`src/rtl/serial_subtractor_ctrl.sv`:
```
// Bit-serial subtraction controller.
// Drives one external full_subtractor cell for WIDTH cycles, LSB first, recirculating the
// cell's borrow and assembling the difference word. Results are held until the next completion.
module serial_subtractor_ctrl #(
  parameter int unsigned WIDTH = 8
) (
  input  logic             i_clk,
  input  logic             i_rst,
  input  logic             i_start,
  input  logic [WIDTH-1:0] i_a_in,
  input  logic [WIDTH-1:0] i_b_in,
  input  logic             i_bin_in,
  output logic             o_busy,
  output logic             o_done,
  output logic [WIDTH-1:0] o_diff_out,
  output logic             o_borrow_out,
  output logic             o_cell_a,
  output logic             o_cell_b,
  output logic             o_cell_bin,
  input  logic             i_cell_diff,
  input  logic             i_cell_borrow
);

  localparam int unsigned CntW = $clog2(WIDTH + 1);
  localparam logic [CntW-1:0] LastCnt = CntW'(WIDTH - 1);

  typedef enum logic [1:0] {
    StIdle,
    StShift,
    StDone
  } state_e;

  state_e          r_state;
  state_e          w_state_next;
  logic [WIDTH-1:0] r_a_sh;
  logic [WIDTH-1:0] r_b_sh;
  logic [WIDTH-1:0] r_d_sh;
  logic            r_brw;
  logic [CntW-1:0] r_cnt;
  logic [WIDTH-1:0] w_d_next;
  logic            w_last;

  // New diff bit enters at the MSB so that after WIDTH shifts bit 0 sits at the LSB.
  if (WIDTH == 1) begin : g_d_one
    assign w_d_next = i_cell_diff;
  end else begin : g_d_many
    assign w_d_next = {i_cell_diff, r_d_sh[WIDTH-1:1]};
  end

  assign w_last = (r_cnt == LastCnt);

  // State register with synchronous reset.
  always_ff @(posedge i_clk) begin
    if (i_rst) begin
      r_state <= StIdle;
    end else begin
      r_state <= w_state_next;
    end
  end

  // Next-state logic; start is only honoured in idle.
  always_comb begin
    w_state_next = r_state;
    case (r_state)
      StIdle:  if (i_start) w_state_next = StShift;
      StShift: if (w_last) w_state_next = StDone;
      StDone:  w_state_next = StIdle;
      default: w_state_next = StIdle;
    endcase
  end

  // Operand shifters, borrow recirculation, counter and held result registers.
  always_ff @(posedge i_clk) begin
    if (i_rst) begin
      r_a_sh       <= '0;
      r_b_sh       <= '0;
      r_d_sh       <= '0;
      r_brw        <= 1'b0;
      r_cnt        <= '0;
      o_diff_out   <= '0;
      o_borrow_out <= 1'b0;
    end else begin
      case (r_state)
        StIdle: begin
          if (i_start) begin
            r_a_sh <= i_a_in;
            r_b_sh <= i_b_in;
            r_brw  <= i_bin_in;
            r_cnt  <= '0;
          end
        end
        StShift: begin
          r_d_sh <= w_d_next;
          r_brw  <= i_cell_borrow;
          r_a_sh <= r_a_sh >> 1;
          r_b_sh <= r_b_sh >> 1;
          r_cnt  <= r_cnt + 1'b1;
          if (w_last) begin
            o_diff_out   <= w_d_next;
            o_borrow_out <= i_cell_borrow;
          end
        end
        default: ;
      endcase
    end
  end

  // Cell drive and status are decoded purely from registers.
  assign o_cell_a   = r_a_sh[0];
  assign o_cell_b   = r_b_sh[0];
  assign o_cell_bin = r_brw;
  assign o_busy     = (r_state == StShift);
  assign o_done     = (r_state == StDone);

endmodule

```
`config.mk`:
```
export PLATFORM = sky130hd
export DESIGN_NAME = serial_subtractor_ctrl
export DESIGN_NICKNAME = d
export VERILOG_FILES = /design/src/rtl/serial_subtractor_ctrl.sv
export SDC_FILE = /design/constraint.sdc
export NUM_CORES = 1
export LEC_CHECK = 0
export CAP_MARGIN = 25
export CORE_MARGIN = 10
export CORE_UTILIZATION = 45
export DETAILED_ROUTE_END_ITERATION = 12
export GPL_ROUTABILITY_DRIVEN = 1
export GPL_TIMING_DRIVEN = 0
export HOLD_SLACK_MARGIN = 0.15
export MAX_ROUTING_LAYER = met4
export PLACE_DENSITY_LB_ADDON = 0.1
export SLEW_MARGIN = 10
export SYNTH_ARGS = -nofsm -noshare
export SYNTH_HDL_FRONTEND = slang
export SYNTH_SLANG_ARGS = --single-unit
```
`constraint.sdc`:
```
create_clock -name i_clk -period 1.2 [get_ports i_clk]
set_input_delay 0.12 -clock i_clk [delete_from_list [all_inputs] [get_ports i_clk]]
set_output_delay 0.12 -clock i_clk [all_outputs]
set_load 0.1 [all_outputs]
```
==> impl_metrics.toml, run 1 <==
[worst_setup_path]
arrival_ps = 1180
ff2ff_path_depth = 5
r2r_slack_ps = -80
crit_type = "flop to output port"
crit_required_ps = 1080
critPathMaxFanout = 5
r2r-start = "r_cnt[0]"
r2r-end = "o_diff_out[2]"
end_kind = "output port"
worstSetupStartpointType = "flop"

[cells_and_area]
synthToLayoutAreaGrowth_pct = 60.1
drive_above_1_share_pct = 39.4
fin_util_pct = 73.9
stdcell_area_mm2 = 0.00268
diodes = 0
fillers = 279
nets = 276

[outcome]
status = "finished, violations left"
violations = "negative setup slack"

[hold_path]
hold_depth = 3
holdCritStartpoint = "i_b_in[3]"
hp-class = "primary input to flop"
whs_endpoint = "r_b_sh[3]"

[global_routing]
antenna_found_initial = 0
grt_pass1_vias = 1589
grt_pass1_wl_um = 7280
grt.overflow.total = 0
grt_max_degree = 13
track_usage_pct = 14.4

[clock_tree]
cts_buffer_depth = 2
clk_latency_ps = 290
clkSinkCount = 39
cts_tree = "built"
cts.htree.levels = 2
clk_pin_slew_worst_paths_ps = 80
cts_made_buffers = 5
cts-root-buf = "clkbuf_8"

[sta]
report.final.hold_viol_count = 0
hold_ws_ps = 375
setup_viol = 16
finalCriticalPeriod_ps = 1300
fmax_mhz = 771
relSlewSlack_pct = 67.7
tightest_slew_ps = 487
rsz0062_at_grt = "true"
fin_ws_ps = -97.1
drv_slew = 0
fin_setup_tns_ps = -745
skew_ps = 6.68
fin_crit_sh_pct = 108

[pwr]
powerDensity_mw_per_mm2 = 1170
p_leak_nw = 1.03
p_sw_share_pct = 26.4
p_sw_mw = 0.831
power.internal_mw = 2.32
ir_drop_uv = 773
power_mw = 3.15
seq_power_share_pct = 44.4
power.clock.fraction_pct = 35.8
p_comb_share_pct = 19.8

[place]
gp_congestion = 0.778
dpl_cell_area_mm2 = 0.00216
dp_hpwl_um = 2910
port-buffer-count = 35

[route]
finalWirelength_um = 4680
drc_errors = 0
drt_first_pass_iters = 4
drt_iter0_drc = 96
vias_per_cell = 5.13
ant_nets = 0
num_vias = 1549
post_drt_wl_per_cell_um = 15.5

[die]
io_pins = 36
die_area_mm2 = 0.00657
core_area_mm2 = 0.00363
fp.dieW_um = 81.0
initial_utilization_pct = 46.1
fp.dieH_um = 81.0
rows = 22

[synthesis]
syn_inst = 189
syn_avg_cell_area_um2 = 8.87
syn_nets = 212
synth.distinct_cells = 26
synth_ff_type = "dfxtp_1"
async_flop_share_pct = 0
ys_seq_area_share_pct = 46.6
syn_area_mm2 = 0.00168
ys_warn_count = 0
ys_ff_latch = 39
synth-edff-count = 0

[run]
cap_violations = 0
[critical path: stages (launching register included)]
cell and delay, ps:
dfxtp_4 360, nand2b_4 180, inv_8 80, buf_16 110, buf_16 160
[per-stage QoR]
step	setup WS, ps	cells
final	-97.1	302
after global routing	-142	302
after CTS	-101	292
after detailed placement	-959	272
after global placement	-952	272
after floorplan	-171	189
[cell families (layout without fill, tap and decap cells)]
kind of cell | count (synthesis) | in the layout | synth area share [%]
flip-flops | 39 | 39 | 46.6
AND/OR/NAND/NOR | 79 | 79 | 22.1
multiplexers | 9 | 9 | 5.37
buffers and inverters | 15 | 80 | 5.22
adder cells (fa/ha/maj) | 1 | 1 | 0.746
AO/OA/AOI/OAI | 46 | 46 | 20.0
[Yosys cell counts, types with 2 or more instances]
cell type | number | share of area [%]
nor2_1 | 20 | 4.5
a21oi_1 | 23 | 6.9
mux2i_1 | 9 | 5.4
a22oi_1 | 3 | 1.3
dfxtp_1 | 39 | 47
clkbuf_1 | 5 | 1.1
nor3_1 | 2 | 0.60
nand3_1 | 2 | 0.60
buf_4 | 2 | 0.90
buf_6 | 2 | 1.3
nand2b_1 | 19 | 7.1
a211oi_2 | 8 | 6.0
a211oi_1 | 8 | 3.6
nand2_1 | 31 | 6.9
buf_2 | 5 | 1.5
[area by class of cell]
type / count / area [um2] / area share [%]
multi-input cells: 135 / 967 / 36.0
flip-flops and latches: 39 / 800 / 29.8
repair buffers: 59 / 608 / 22.7
plain buffers: 12 / 120 / 4.48
clock buffers: 6 / 82.6 / 3.08
well taps: 48 / 60.1 / 2.24
clock inverters: 2 / 35.0 / 1.31
inverters: 1 / 11.3 / 0.420
[state kept, by name, summed over array words and instances, names as in the netlist]
name          count
r_b_sh            8
r_cnt             4
o_diff_out        8
r_state           2
r_d_sh            7
r_a_sh            8
o_cell_bin        1
o_borrow_out      1
[power by group through the flow]
stage          combinational [mW]  sequential, mW  clock (mW)
2_1_floorplan               0.254            1.48           0
3_3_place_gp                0.449            1.42           0
3_5_place_dp                0.464            1.42           0
4_1_cts                     0.528            1.39        1.15
5_1_grt                     0.662            1.41        1.22
6_report                    0.623            1.40        1.13
[per-layer routing]
| metal | vias to the layer above | track usage (%) | share of wire [%] |
|---|---|---|---|
| met4 | 0 | 5.19 | 1.4 |
| met3 | 10 | 5.19 | 5.8 |
| li1 | 768 | - | - |
| met2 | 45 | 25.6 | 55 |
| met5 | - | - | 0 |
| met1 | 726 | 14.2 | 38 |
[layout by cell type (no fill, tap or decap), types with 2 or more instances in the layout]
| cell type | Yosys | layout |
|---|---|---|
| clkbuf_8 | 0 | 6 |
| nand2_1 | 31 | 31 |
| buf_12 | 0 | 3 |
| a21oi_2 | 0 | 10 |
| a211oi_1 | 8 | 5 |
| nand2b_1 | 19 | 18 |
| a21oi_4 | 0 | 5 |
| a211oi_2 | 8 | 11 |
| buf_2 | 5 | 2 |
| nor2_1 | 20 | 20 |
| clkbuf_16 | 0 | 2 |
| dfxtp_1 | 39 | 32 |
| dfxtp_4 | 0 | 4 |
| clkbuf_2 | 0 | 4 |
| clkdlybuf4s50_1 | 0 | 21 |
| buf_8 | 0 | 3 |
| clkbuf_4 | 0 | 11 |
| buf_4 | 2 | 15 |
| a21oi_1 | 23 | 8 |
| nor3_1 | 2 | 2 |
| buf_6 | 2 | 7 |
| dfxtp_2 | 0 | 3 |
| buf_16 | 0 | 2 |
| a22oi_2 | 0 | 3 |
| mux2i_1 | 9 | 9 |
[worst max-delay path by stage]
stage / from / endpoint / cells after the start
3_3_place_gp: r_state[1] / o_busy / 6
2_1_floorplan: r_state[1] / o_done / 2
6_report: r_state[1] / o_busy / 4
4_1_cts: r_state[1] / o_busy / 4
5_1_grt: r_state[1] / o_busy / 4
3_5_place_dp: r_state[1] / o_busy / 6
[repair_timing]
| action | CTS | global route |
|---|---|---|
| hold buffers | 0 | 0 |
| gates cloned | 2 | 2 |
| pin swaps | 9 | 14 |
| endpoints found under the setup margin | 53 | 50 |
| gates resized for setup | 105 | 36 |
| setup buffers | 12 | 8 |
(Power assumes the default switching activity.)
==> run 2: changes to the inputs <==
- CORE_ASPECT_RATIO: not set -> 0.6
==> run 2 against run 1 <==
  * Highest routed layer unchanged
  * Clock-buffer cell count grew 2
  * Global-route usage shrank 1.1 points
  * Power shrank 3.9%
  * The run still ends with negative setup slack left
  * Utilization shrank 0.42 points
  * Critical path type is now flop to flop
  * Via count grew 0.97%
  * Routed wire length grew 2.0%
  * Setup slack lost 41 ps
  * Clock power shrank 13%
  * Critical endpoint is now o_borrow_out
  * Die area grew 1.2%
  * First-iteration DRC count shrank 3.1%
  * Non-clock buffer count shrank 1
  * Sequential cell count is the same
==> impl_metrics.toml, run 2 (synthesis gave the netlist of run 1 again) <==
[outcome]
violations = "negative setup slack"
status = "finished, violations left"

[pwr]
powerDensity_mw_per_mm2 = 1130
power.clock.fraction_pct = 32.3
power.internal_mw = 2.19
power_mw = 3.03
ir_drop_uv = 665
seq_power_share_pct = 46.3
p_leak_nw = 1.02
p_sw_mw = 0.842
p_comb_share_pct = 21.3
p_sw_share_pct = 27.8

[worst_setup_path]
crit_required_ps = 1420
cp_top_family = "flip-flops"
path_buf_inv = 1
worstSetupStartpointType = "flop"
arrival_ps = 1560
end_kind = "flop"
crit_chain = "ha_4, nand4b_1, nor2_4, buf_12, mux2i_4"
r2r_slack_ps = -140
slowest_stage = "dfxtp_4"
crit_type = "flop to flop"
critPathMaxFanout = 9
critical_path.max_stage_delay_ps = 370

[cells_and_area]
reg_top3 = "o_diff_out x8, r_a_sh x8, r_b_sh x8"
drive_above_1_share_pct = 42.3
fillers = 259
final_common_cell = "dfxtp_1"
most-common-layout-cells = "dfxtp_1 (32), nand2_1 (30), clkdlybuf4s50_1 (21)"
diodes = 0
synthToLayoutAreaGrowth_pct = 59.3
nets = 275

[route]
finalWirelength_um = 4770
post_drt_wl_per_cell_um = 15.9
drt_first_pass_iters = 4
drc_errors = 0
vias_per_cell = 5.21
drt_iter0_drc = 93
ant_nets = 0
num_vias = 1564

[sta]
fin_crit_sh_pct = 112
drv_slew = 0
fmax_mhz = 747
finalCriticalPeriod_ps = 1340
hold_ws_ps = 393
relSlewSlack_pct = 67.5
skew_ps = 7.25
rsz0062_at_grt = "true"
fin_ws_ps = -138
setup_viol = 15
fin_setup_tns_ps = -988
report.final.hold_viol_count = 0
tightest_slew_ps = 491

[clock_tree]
cts-root-buf = "clkbuf_8"
cts_buffer_depth = 2
cts_tree = "built"
clk_latency_ps = 290
clk_pin_slew_worst_paths_ps = 80
cts_made_buffers = 5
clkSinkCount = 39
cts.htree.levels = 2

[global_routing]
grt_max_degree = 12
antenna_found_initial = 0
grt_pass1_vias = 1452
track_usage_pct = 13.3
grt.overflow.total = 0
grt_pass1_wl_um = 7010

[die]
core_area_mm2 = 0.00364
fp.dieH_um = 67.3
initial_utilization_pct = 46.1
rows = 17
io_pins = 36
fp.dieW_um = 98.8
die_area_mm2 = 0.00665

[hold_path]
hp-class = "primary input to flop"

[place]
dp_hpwl_um = 2980
gp_congestion = 0.756
place_ws_ps = -963
port-buffer-count = 35

[run]
cap_violations = 0
[run 2: cell type report]
cell class	instances	area [um2]	area share [%]
Clock buffer	8	100	3.75
Timing Repair Buffer	58	559	20.9
Tap cell	47	58.8	2.20
Inverter	1	11.3	0.422
Sequential cell	39	800	29.9
Buffer	12	135	5.06
Multi-Input combinational cell	135	1010	37.7
[run 2: path summary, 6_finish.rpt]
path | endpoint | depth (start not counted) | start
max | o_borrow_out | 5 | r_cnt[0]
min | r_b_sh[0] | 3 | i_b_in[0]
max reg2reg | o_borrow_out | 5 | r_cnt[0]
min reg2reg | r_d_sh[1] | 2 | r_d_sh[1]
[run 2: power by group through the flow]
stage	logic [mW]	clock network (mW)	registers, mW
floorplan	0.254	0	1.48
global placement	0.451	0	1.42
detailed placement	0.462	0	1.42
CTS	0.526	0.984	1.39
global route	0.691	1.05	1.41
finish	0.646	0.980	1.40
[run 2: layer usage]
layer	vias up	GRT usage, %	part of all wire [%]
li1	770	-	-
met1	735	16.7	47
met2	50	20.6	46
met3	9	3.97	6.2
met4	0	3.56	0.96
met5	-	-	0
[run 2: worst min-delay path, stage by stage]
cell             delay (ps)
clkdlybuf4s50_1         400
nand2_1                  60
a211oi_1                 60
[run 2: what timing repair did]
| item | 4_1_cts | 5_1_grt |
|---|---|---|
| pin swaps | 7 | 23 |
| hold endpoints to repair | 0 | 0 |
| gates cloned | 2 | 2 |
| hold buffers | 0 | 0 |
| endpoints found under the setup margin | 53 | 45 |
| buffers inserted | 12 | 8 |
| gates resized for setup | 104 | 50 |
[run 2: metrics by stage]
| stage | instances | utilization, % | area (um2) |
|---|---|---|---|
| after floorplan | 189 | - | 1750 |
| after global placement | 271 | 59.4 | 2160 |
| after detailed placement | 271 | 59.4 | 2160 |
| after CTS | 291 | 65.8 | 2390 |
| after global routing | 300 | 73.4 | 2670 |
| final | 300 | 73.4 | 2670 |
